$ cat src/rtl/vga_timing_pkg.sv
// rtl/vga_timing_pkg.sv - shared axis states and default 640x480@60 timing
package vga_timing_pkg;

    typedef enum logic [1:0] {
        AX_ACTIVE = 2'd0,
        AX_FP     = 2'd1,
        AX_SYNC   = 2'd2,
        AX_BP     = 2'd3
    } axis_state_e;

    localparam int DEF_CLK_DIV  = 2;
    localparam int DEF_H_ACTIVE = 640;
    localparam int DEF_H_FP     = 16;
    localparam int DEF_H_SYNC   = 96;
    localparam int DEF_H_BP     = 48;
    localparam int DEF_V_ACTIVE = 480;
    localparam int DEF_V_FP     = 10;
    localparam int DEF_V_SYNC   = 2;
    localparam int DEF_V_BP     = 33;

    localparam int H_TOTAL = DEF_H_ACTIVE + DEF_H_FP + DEF_H_SYNC + DEF_H_BP;
    localparam int V_TOTAL = DEF_V_ACTIVE + DEF_V_FP + DEF_V_SYNC + DEF_V_BP;

    // Counter width able to hold 0..longest_segment-1.
    function automatic int count_width(input int a, input int b, input int c, input int d);
        int m;
        m = a;
        if (b > m) m = b;
        if (c > m) m = c;
        if (d > m) m = d;
        return (m > 1) ? $clog2(m) : 1;
    endfunction

endpackage

$ cat src/rtl/vga_axis_fsm.sv
// rtl/vga_axis_fsm.sv - one raster axis: ACTIVE/FP/SYNC/BP sequencer with segment counter
module vga_axis_fsm
    import vga_timing_pkg::*;
#(
    parameter int ACTIVE_LEN = DEF_H_ACTIVE,
    parameter int FP_LEN     = DEF_H_FP,
    parameter int SYNC_LEN   = DEF_H_SYNC,
    parameter int BP_LEN     = DEF_H_BP,
    parameter int CW         = count_width(ACTIVE_LEN, FP_LEN, SYNC_LEN, BP_LEN)
) (
    input  logic          clk,
    input  logic          rst,
    input  logic          step,
    output axis_state_e   state,
    output logic [CW-1:0] count,
    output logic          wrap
);

    if (ACTIVE_LEN < 1 || FP_LEN < 1 || SYNC_LEN < 1 || BP_LEN < 1) begin : g_len_check
        $error("vga_axis_fsm: segment lengths must be non-zero");
    end

    axis_state_e   state_nxt;
    logic [CW-1:0] count_nxt;
    logic [CW-1:0] seg_last;
    logic          at_last;

    always_ff @(posedge clk or posedge rst) begin
        if (rst) begin
            state <= AX_ACTIVE;
            count <= '0;
        end else begin
            state <= state_nxt;
            count <= count_nxt;
        end
    end

    always_comb begin
        state_nxt = state;
        count_nxt = count;
        seg_last  = CW'(ACTIVE_LEN - 1);
        case (state)
            AX_ACTIVE: seg_last = CW'(ACTIVE_LEN - 1);
            AX_FP:     seg_last = CW'(FP_LEN - 1);
            AX_SYNC:   seg_last = CW'(SYNC_LEN - 1);
            AX_BP:     seg_last = CW'(BP_LEN - 1);
            default:   seg_last = CW'(ACTIVE_LEN - 1);
        endcase
        at_last = (count == seg_last);
        if (step) begin
            if (at_last) begin
                count_nxt = '0;
                case (state)
                    AX_ACTIVE: state_nxt = AX_FP;
                    AX_FP:     state_nxt = AX_SYNC;
                    AX_SYNC:   state_nxt = AX_BP;
                    AX_BP:     state_nxt = AX_ACTIVE;
                    default:   state_nxt = AX_ACTIVE;
                endcase
            end else begin
                count_nxt = count + 1'b1;
            end
        end
    end

    // Combinational so the next axis can step on the very same edge.
    assign wrap = step && at_last && (state == AX_BP);

endmodule

$ cat src/rtl/vga_timing_ctrl.sv
// rtl/vga_timing_ctrl.sv - VGA raster sequencer: pixel divider, H/V axes, sync and frame pulses
module vga_timing_ctrl
    import vga_timing_pkg::*;
#(
    parameter int CLK_DIV  = DEF_CLK_DIV,
    parameter int H_ACTIVE = DEF_H_ACTIVE,
    parameter int H_FP     = DEF_H_FP,
    parameter int H_SYNC   = DEF_H_SYNC,
    parameter int H_BP     = DEF_H_BP,
    parameter int V_ACTIVE = DEF_V_ACTIVE,
    parameter int V_FP     = DEF_V_FP,
    parameter int V_SYNC   = DEF_V_SYNC,
    parameter int V_BP     = DEF_V_BP
) (
    input  logic       clk,
    input  logic       rst,
    input  logic       en,
    output logic       pix_en,
    output logic [8:0] row,
    output logic [9:0] column,
    output logic       blank_n,
    output logic       hsync_n,
    output logic       vsync_n,
    output logic       frame_start,
    output logic       vblank_start
);

    localparam int DW  = (CLK_DIV > 1) ? $clog2(CLK_DIV) : 1;
    localparam int HCW = count_width(H_ACTIVE, H_FP, H_SYNC, H_BP);
    localparam int VCW = count_width(V_ACTIVE, V_FP, V_SYNC, V_BP);

    if (CLK_DIV < 1) begin : g_div_check
        $error("vga_timing_ctrl: CLK_DIV must be at least 1");
    end

    logic [DW-1:0]  div_cnt;
    logic           div_last;
    logic           tick;
    axis_state_e    h_state;
    axis_state_e    v_state;
    logic [HCW-1:0] h_count;
    logic [VCW-1:0] v_count;
    logic           h_wrap;
    logic           v_wrap;
    logic           v_enter_fp;

    assign div_last = (div_cnt == DW'(CLK_DIV - 1));
    assign tick     = en && div_last;

    always_ff @(posedge clk or posedge rst) begin
        if (rst) begin
            div_cnt <= '0;
        end else if (en) begin
            div_cnt <= div_last ? '0 : div_cnt + 1'b1;
        end
    end

    vga_axis_fsm #(
        .ACTIVE_LEN (H_ACTIVE),
        .FP_LEN     (H_FP),
        .SYNC_LEN   (H_SYNC),
        .BP_LEN     (H_BP),
        .CW         (HCW)
    ) u_h_axis (
        .clk   (clk),
        .rst   (rst),
        .step  (tick),
        .state (h_state),
        .count (h_count),
        .wrap  (h_wrap)
    );

    // The vertical axis advances once per completed line.
    vga_axis_fsm #(
        .ACTIVE_LEN (V_ACTIVE),
        .FP_LEN     (V_FP),
        .SYNC_LEN   (V_SYNC),
        .BP_LEN     (V_BP),
        .CW         (VCW)
    ) u_v_axis (
        .clk   (clk),
        .rst   (rst),
        .step  (h_wrap),
        .state (v_state),
        .count (v_count),
        .wrap  (v_wrap)
    );

    assign v_enter_fp = h_wrap && (v_state == AX_ACTIVE) && (v_count == VCW'(V_ACTIVE - 1));

    always_ff @(posedge clk or posedge rst) begin
        if (rst) begin
            pix_en       <= 1'b0;
            frame_start  <= 1'b0;
            vblank_start <= 1'b0;
        end else begin
            pix_en       <= tick;
            frame_start  <= h_wrap && v_wrap;
            vblank_start <= v_enter_fp;
        end
    end

    assign column  = (h_state == AX_ACTIVE) ? 10'(h_count) : '0;
    assign row     = (v_state == AX_ACTIVE) ? 9'(v_count) : '0;
    assign blank_n = (h_state == AX_ACTIVE) && (v_state == AX_ACTIVE);
    assign hsync_n = (h_state != AX_SYNC);
    assign vsync_n = (v_state != AX_SYNC);

endmodule

$ cat config.mk
export PLATFORM = sky130hd
export DESIGN_NAME = vga_timing_ctrl
export DESIGN_NICKNAME = d
export VERILOG_FILES = /design/src/rtl/vga_timing_pkg.sv /design/src/rtl/vga_axis_fsm.sv /design/src/rtl/vga_timing_ctrl.sv
export SDC_FILE = /design/constraint.sdc
export NUM_CORES = 1
export LEC_CHECK = 0
export BUFFER_PORTS_ARGS = -buffer_cell sky130_fd_sc_hd__buf_2
export CAP_MARGIN = 20
export CORE_ASPECT_RATIO = 0.5
export CORE_UTILIZATION = 40
export CTS_BUF_LIST = sky130_fd_sc_hd__clkbuf_2
export CTS_CLUSTER_SIZE = 40
export DETAILED_ROUTE_END_ITERATION = 10
export PLACE_DENSITY = 0.57
export SLEW_MARGIN = 20
export SYNTH_ARGS = -nofsm -noshare
export SYNTH_HDL_FRONTEND = slang
export SYNTH_SLANG_ARGS = --single-unit
$ cat constraint.sdc
create_clock -name clk -period 2.9 [get_ports clk]
set_input_delay 0.58 -clock clk [delete_from_list [all_inputs] [get_ports clk]]
set_output_delay 0.58 -clock clk [all_outputs]
set_load 0.05 [all_outputs]
### Yosys cells after proc, flatten, opt, wreduce, memory -nomap -nowiden

Index checks and enable logic that the tools add are counted.

| operators by class | value |
|---|---|
| $add $sub $neg | 3 |
| equal/unequal tests | 11 |
| muxes and demuxes | 9 |
| reduce and logical (&&, ||, !) cells | 13 |

Operators by type and width:

| cell | number |
|---|---|
| 10-bit case mux with 4 select lines | 1 |
| 9-bit case mux with 4 select lines | 1 |
| 10-bit two-way mux | 2 |
| 9-bit two-way mux | 2 |
| 2-bit case mux with 4 select lines | 2 |
| 10-bit by 1-bit adder with 10-bit output, second input constant | 1 |
| 10-bit == test | 1 |
| 9-bit by 1-bit adder with 9-bit output, second input constant | 1 |
| 9-bit == test | 1 |
| 9-bit == test, second input constant | 1 |
| 1-bit logical AND | 9 |
| 2-bit == test, second input constant | 4 |
| 2-bit by 1-bit == test with 1-bit output, second input constant | 2 |
| 2-bit zero test | 2 |
| 2-bit inequality test, second input constant | 2 |
| 2-bit AND reduction | 2 |
| 1-bit adder, second input constant | 1 |
| 1-bit two-way mux | 1 |

| word-level totals | value |
|---|---|
| output and inout bits | 25 |
| register bits | 27 |
| logic and storage cells | 44 |
| bits of input ports | 3 |

### Logic depth before layout (Yosys ltp)

Gate-level depths: netlist of run 1.

| depth | value |
|---|---|
| word-level depth | 8 |
| gate-level depth with buffers | 8 |
| depth with buffers taken out | 8 |

### Modules after synthesis

From an unflattened synthesis of run 1, not the netlist that was laid out.

| second synthesis, totals | value |
|---|---|
| cell total of the unflattened synthesis | 171 |
| area total of the unflattened synthesis | 1615.3 um^2 |

By module, submodules not included:

| module | area an instance (um^2) | cells an instance | times used | seq. area each (um^2) |
|---|---|---|---|---|
| vga_axis_fsm (u_v_axis) | 663.1 | 71 | 1 | 275.3 |
| vga_axis_fsm (u_h_axis) | 645.6 | 63 | 1 | 300.3 |
| vga_timing_ctrl | 306.5 | 37 | 1 | 100.1 |

### Worst setup path after synthesis of run 1

No wires, ideal clock.

| timing | value |
|---|---|
| path type | register to register |
| start | reg u_v_axis.state[0] |
| end | reg u_v_axis.state[1] |
| path buffers | 0 |
| cell stages (with the launch flop) | 9 |
| setup time | 0.127 ns |
| slack | 0.474 ns |
| required time | 2.773 ns |
| data arrival time | 2.298 ns |
| clock period less this slack | 2.426 ns |
| cell sequence | dfrtp_1 -> inv_1 -> ha_1 -> ha_1 -> nor4_1 -> nand2_1 -> nor3_2 -> nand2b_4 -> mux2_1 |

| on the way | value |
|---|---|
| word-level cells in the longest chain between the ends | 4 |
| elaborated cells on any way between the ends | 8 |
| classes of those cells | eq/ne (4); mux (2); reduce/logical (2) |

Ends and longest elaborated chain:

| element | line | source |
|---|---|---|
| start: declaration | vga_axis_fsm.sv:14 | `output axis_state_e state,` |
| start signal: assignment | vga_axis_fsm.sv:33 | `state <= state_nxt;` |
| 2-bit == test, or another cell as far along | vga_axis_fsm.sv:42, vga_axis_fsm.sv:53 |  |
| 9-bit case mux with 4 select lines | vga_axis_fsm.sv:42 | `case (state)` |
| 9-bit == test | vga_axis_fsm.sv:49 | `at_last = (count == seg_last);` |
| 2-bit AND reduction (no source line) | n/a |  |

Parallel ways exist; a longest one is shown, timed or not.
A chain may end at the register's enable or synchronous reset.

### Worst setup path in the final report of run 1

| timing | value |
|---|---|
| start | reg u_v_axis.state[0] |
| end | out row[2] |

| on the way | value |
|---|---|
| word-level cells in the longest chain between the ends | 2 |

Ends and longest elaborated chain:

| element | line | source |
|---|---|---|
| 2-bit zero test | vga_timing_ctrl.sv:104 | `assign row = (v_state == AX_ACTIVE) ? 9'(v_count) : '0;` |
| 9-bit two-way mux | vga_timing_ctrl.sv:104 |  |
| end: declaration | vga_timing_ctrl.sv:19 | `output logic [8:0] row,` |

Every way passes these cells.

==> flow_summary.toml, run 1 <==
[routing]
drt-total-wl_microns = 3447
drt_first_pass_iters = 4
dr.first_iter.drc_count = 26
ant_nets = 0
via_per_inst = 5.038
remaining_drc_errors = 0
vias = 1310
routedWlPerCell_microns = 13.26

[global_route]
grt_max_degree = 28
grt_pass1_wl_microns = 5699
grt_overflow = 0
antenna_found_initial = 0
grt_usage_pct = 16.87
grt_pass1_vias = 1176

[power_and_ir_drop]
power.total_w = 0.0007547
clkPwrFrac_pct = 20.3
peakVddDrop_uv = 327.0
comb_power_share_pct = 16.7
sw_frac_of_total_pct = 32.59
p_per_area_nw_per_um2 = 394.5
cellLeakagePower_nw = 1.007
power_switching_w = 0.0002460
p_int_w = 0.0005087
power_frac_seq_pct = 63.0

[cells_and_area]
multiInputGateArea_sq_um = 958.4
drive_gt1_share_pct = 19.90
antenna_cells = 0
fillers = 403
area_growth_pct = 13.09
nNetsFinal = 227
regArea_sq_um = 675.6
fin_util_pct = 48.02
most-common-layout-cells = "dfrtp_1 (27), buf_2 (27), nor2_1 (21), nand2_1 (18), ha_1 (17)"

[timing]
fin_skew_ns = 0.01598
slew-limit-headroom_pct = 71.60
timing.fmax_mhz = 417.5
rsz0062_at_grt = "false"
tns_ns = 0
fin_crit_ns = 2.395
maxSlewViolCount = 0
setup_viol = 0
hold_viol = 0
period_share_pct = 82.60
tightest_slew_ns = 0.4261

[clocking]
path_clk_slew_ns = 0.27
clk_latency_ns = 0.37
ctsResizeCount = 0
post-cts-setup-buffers = 0
ctsHoldBuffers = 0
cts_max_path_buffers = 2
cts-buffers-inserted = 3
htreeDepth = 1
cts_tree = "done"
cts.sinks = 27
cts_root_buf = "clkbuf_2"

[run_status]
status = "finished, final reports clean"

[yosys]
synth.largest_area_cell = "dfrtp_1"
yosysSeqAreaShare_pct = 39.94
yosys_warnings = 0
synth_area_per_cell_sq_um = 9.557
netlist_instances = 177
ys_top_cells_by_area = "dfrtp_1 (40%), ha_1 (13%), and2_1 (5.5%)"
synth_nets = 197
yosysUniqueCellTypes = 33
synth_top_cell_area_share_pct = 39.94
synth_area_sq_um = 1692
ys_ff_latch = 27

[place]
port_buffers = 27
gp_congestion = 0.8107
dp_hpwl_microns = 2575

[setup_path]
cpPeakStageDelay_ns = 0.48
cp_data_arrival_time_ns = 1.82
crit_chain = "inv_1 -> ha_1 -> buf_4 -> ha_1 -> buf_2"
crit_top_cell = "ha_1"
path_delay_family = "buffers and inverters"
endpoint_kind = "output pin"
path_buf_inv = 3
path_class = "reg -> out"
crit_path_max_fanout = 7
critPathLaunch = "u_v_axis.state[0]$_DFFE_PP0P_"
crit_slowest_cell = "dfrtp_1"
required_ns = 2.32
worst_setup_path_start_kind = "flop"
timing.rr.start = "u_h_axis.state[0]$_DFFE_PP0P_"

[floorplan]
die_y_microns = 47.99
ioPinCount = 28
core_sq_um = 3984
die-area_sq_um = 4509
fp-row-count = 16
die_width_microns = 93.97
start_util_pct = 42.46

[worst_hold_path]
hold_path_class = "in -> async"

[run]
drv_cap = 0
flip-flops by register name, summed over array words and instances, names as in the netlist:
name	count
frame_start	1
vblank_start	1
u_v_axis.state	2
u_h_axis.count	10
u_h_axis.state	2
pix_en	1
div_cnt	1
u_v_axis.count	9
metrics by stage:
step	hold slack, ns	instance area, sq um	worst slack (ns)	std cells
after floorplan	0.4720	1692	0.4744	177
after CTS	0.2048	1913	0.4668	260
after global placement	0.5031	1893	0.6026	256
final	0.2115	1913	0.5046	260
after global routing	0.2430	1913	0.3240	260
after detailed placement	0.5146	1893	0.5349	256
kinds of logic after synthesis:
logic type	count (synthesis)	synth area share, %
buffers and inverters	14	3.402
XOR/XNOR	15	7.766
flip-flops	27	39.94
multiplexers	2	1.257
adder cells (fa/ha/maj)	17	12.57
AO/OA/AOI/OAI	20	8.506
AND/OR/NAND/NOR	82	26.55
layout make-up:
class                      count  share of cell area (%)
multi-input combinational    136                   50.10
sequential                    27                   35.32
timing repair buffer          30                   8.241
tap                           54                   3.532
inverter                       9                   1.766
clock buffer                   4                   1.046
layer usage:
layer,global-route usage (%),vias to the layer above,wire [microns]
met4,2.769,0,20
met1,22.41,629,1729
met2,29.20,24,1550
li1,-,655,-
met3,4.127,2,148
met5,0,-,0
synthesized netlist by cell type (all sizes together):
cell type,number
buf,4
clkbuf,1
nand2b,4
mux2,1
mux2i,1
a211o,2
nor3,4
a2bb2oi,5
a22o,1
or2,1
nor4,2
nor4b,1
and2,15
and4,1
a21oi,1
o21ai,6
nand3,6
nand2,18
nor2,21
inv,9
o31ai,3
nand4,5
o22ai,1
and3,4
a21bo,1
dfrtp,27
xnor2,10
xor2,5
ha,17
final timing paths:
check,to,slack [ns],cells after the start
worst max-delay path,row[2],0.50,5
worst min-delay path,u_v_axis.count[7]$_DFFE_PP0N_,0.21,3
worst max register to register,u_v_axis.count[5]$_DFFE_PP0N_,0.55,7
worst min register to register,u_h_axis.count[8]$_DFFE_PP0P_,0.54,1
max in group asynchronous,u_h_axis.count[2]$_DFFE_PP0P_,2.41,3
min in group clk,div_cnt$_DFFE_PP0P_,0.42,2
tightest hold or removal path, stage by stage:
cell and delay [ns]:
buf_2 0.09, inv_1 0.04, buf_4 0.33
power groups by stage:
stage | Combinational [W] | Sequential, W | Clock [W]
2_1_floorplan | 0.0000902 | 0.000484 | 0
3_3_place_gp | 0.000124 | 0.000483 | 0
3_5_place_dp | 0.000127 | 0.000482 | 0
4_1_cts | 0.000128 | 0.000475 | 0.000162
5_1_grt | 0.000149 | 0.000486 | 0.000178
6_report | 0.000126 | 0.000475 | 0.000153
Power figures use the tool's default switching activity.
==> run 2, diff against run 1 <==
--- a/config.mk
+++ b/config.mk
@@ -12,7 +12,7 @@
 export CTS_BUF_LIST = sky130_fd_sc_hd__clkbuf_2
 export CTS_CLUSTER_SIZE = 40
 export DETAILED_ROUTE_END_ITERATION = 10
-export PLACE_DENSITY = 0.57
+export PLACE_DENSITY = 0.59
 export SLEW_MARGIN = 20
 export SYNTH_ARGS = -nofsm -noshare
 export SYNTH_HDL_FRONTEND = slang
==> constraint.sdc (replaced) <==
create_clock -name clk -period 2.2 [get_ports clk]
set_input_delay 0.44 -clock clk [delete_from_list [all_inputs] [get_ports clk]]
set_output_delay 0.44 -clock clk [all_outputs]
set_load 0.05 [all_outputs]
==> flow_summary.toml, run 2 (synthesized netlist as in run 1, its figures left out) <==
[run_status]
status = "finished, final reports clean"

[routing]
dr.first_iter.drc_count = 68
routedWlPerCell_microns = 13.68
via_per_inst = 5.099
remaining_drc_errors = 0
drt-total-wl_microns = 3748
drt_first_pass_iters = 4
ant_nets = 0
vias = 1397

[floorplan]
die_y_microns = 47.99
die-area_sq_um = 4509
die_width_microns = 93.97
start_util_pct = 42.46
fp-row-count = 16
core_sq_um = 3984
ioPinCount = 28

[timing]
period_share_pct = 98.32
slew-limit-headroom_pct = 71.40
setup_viol = 0
tightest_slew_ns = 0.4260
layout_setup_ws_ns = 0.03687
maxSlewViolCount = 0
fin_crit_ns = 2.163
rsz0062_at_grt = "true"
fin_skew_ns = 0.02430
timing.fmax_mhz = 462.3
hold_viol = 0

[cells_and_area]
most-common-layout-cells = "dfrtp_1 (27), buf_2 (27), nor2_1 (21), nand2_1 (17), and2_1 (15)"
antenna_cells = 0
nNetsFinal = 241
reg_top3 = "u_h_axis.count: 10 flops, u_v_axis.count: 9 flops"
top_register = "u_h_axis.count"
fin_cells = 274
area_growth_pct = 27.22
fin_util_pct = 54.02
largest_reg_flops = 10
final_area_sq_um = 2152
drive_gt1_share_pct = 32.27

[place]
dp_hpwl_microns = 2594
placed_cell_area_sq_um = 1957
gp_congestion = 0.7586
place_ws_ns = -0.06202
port_buffers = 27
placed_cells = 262

[global_route]
grt_pass1_vias = 1195
grt_max_degree = 28
grt_overflow = 0
antenna_found_initial = 0
grt_pass1_wl_microns = 5727
grt_usage_pct = 16.73

[power_and_ir_drop]
p_per_area_nw_per_um2 = 464.5
power.total_w = 0.0009996
cellLeakagePower_nw = 1.092
peakVddDrop_uv = 336.1

[clocking]
htreeDepth = 1
path_clk_slew_ns = 0.28
ctsHoldBuffers = 0
cts_tree = "done"
cts_max_path_buffers = 2
clk_latency_ns = 0.38
cts-buffers-inserted = 3
cts.sinks = 27
cts_root_buf = "clkbuf_2"

[run]
drv_cap = 0

[setup_path]
path_buf_inv = 2
reg2reg_slack_ns = 0.04
crit_chain = "inv_2 -> ha_4 -> ha_4 -> nor4_4 -> nand2_2 -> nor3_4 -> buf_6 -> nand2b_4 -> mux2_4"
path_delay_family = "simple AND/OR/NAND/NOR gates"
crit_slowest_cell = "dfrtp_1"
cpPeakStageDelay_ns = 0.46
cp_data_arrival_time_ns = 2.48
crit_path_max_fanout = 6
required_ns = 2.51
endpoint_kind = "flop"
path_class = "reg -> reg"
crit_top_cell = "ha_4"
worst_setup_path_start_kind = "flop"

[worst_hold_path]
hold_path_class = "in -> async"
==> run 2: cell types whose count changed in the layout (fill, tap and decap cells not counted), moves of 3 or more <==
cell / previous run / this run
buf_4: 3 / 14
buf_6: 0 / 3
ha_1: 17 / 12
ha_4: 0 / 4
==> run 2: through the flow <==
| step | hold WS, ns | TNS (ns) |
|---|---|---|
| after floorplan | 0.4720 | 0 |
| after CTS | 0.07406 | 0 |
| after global routing | 0.06682 | -0.6637 |
| after global placement | 0.5038 | -0.01307 |
| final | 0.05273 | 0 |
| after detailed placement | 0.5046 | -0.1406 |
==> run 2: worst paths after layout <==
path,startpoint,to,depth (start not counted)
setup / recovery,u_v_axis.state[1]$_DFFE_PP0P_,u_v_axis.state[1]$_DFFE_PP0P_,9
hold / removal,rst,u_v_axis.count[4]$_DFFE_PP0N_,3
setup reg to reg,u_v_axis.state[1]$_DFFE_PP0P_,u_v_axis.state[1]$_DFFE_PP0P_,9
hold reg to reg,u_h_axis.count[8]$_DFFE_PP0P_,u_h_axis.count[8]$_DFFE_PP0P_,1
max in group asynchronous,rst,u_h_axis.count[7]$_DFFE_PP0P_,3
min in group clk,en,div_cnt$_DFFE_PP0P_,2
==> run 2: per-layer routing <==
metal / GRT usage, % / wire, microns
met1: 22.61 / 1805
met4: 1.231 / 0
met3: 3.968 / 155
met5: 0 / 0
met2: 29.20 / 1787
==> run 2: power by group <==
group	internal [W]	switching [W]	leakage, nW	total, W
sequential	0.000555	0.0000694	0.324	0.000625
combinational	0.0000672	0.000102	0.752	0.000169
clock	0.0000479	0.000158	0.0166	0.000206
==> run 2: repair_timing <==
| item | 4_1_cts | 5_1_grt |
|---|---|---|
| gates cloned | 0 | 0 |
| pin swaps | 2 | 6 |
| gates resized for setup | 5 | 16 |
| buffers inserted | 3 | 5 |
| endpoints found under the setup margin | 20 | 23 |
==> run 2: area by class of cell <==
cell class                      count  area, sq um
Multi-Input combinational cell    136         1081
Clock buffer                        4        20.02
Inverter                            9        33.78
Tap cell                           54        67.56
Sequential cell                    27        675.6
Fill cell                         383         1832
Timing Repair Buffer               44        274.0
==> run 2: worst min-delay path: cells and delay by family <==
kind | cells | cell delay (ns)
buffers and inverters | 3 | 0.46
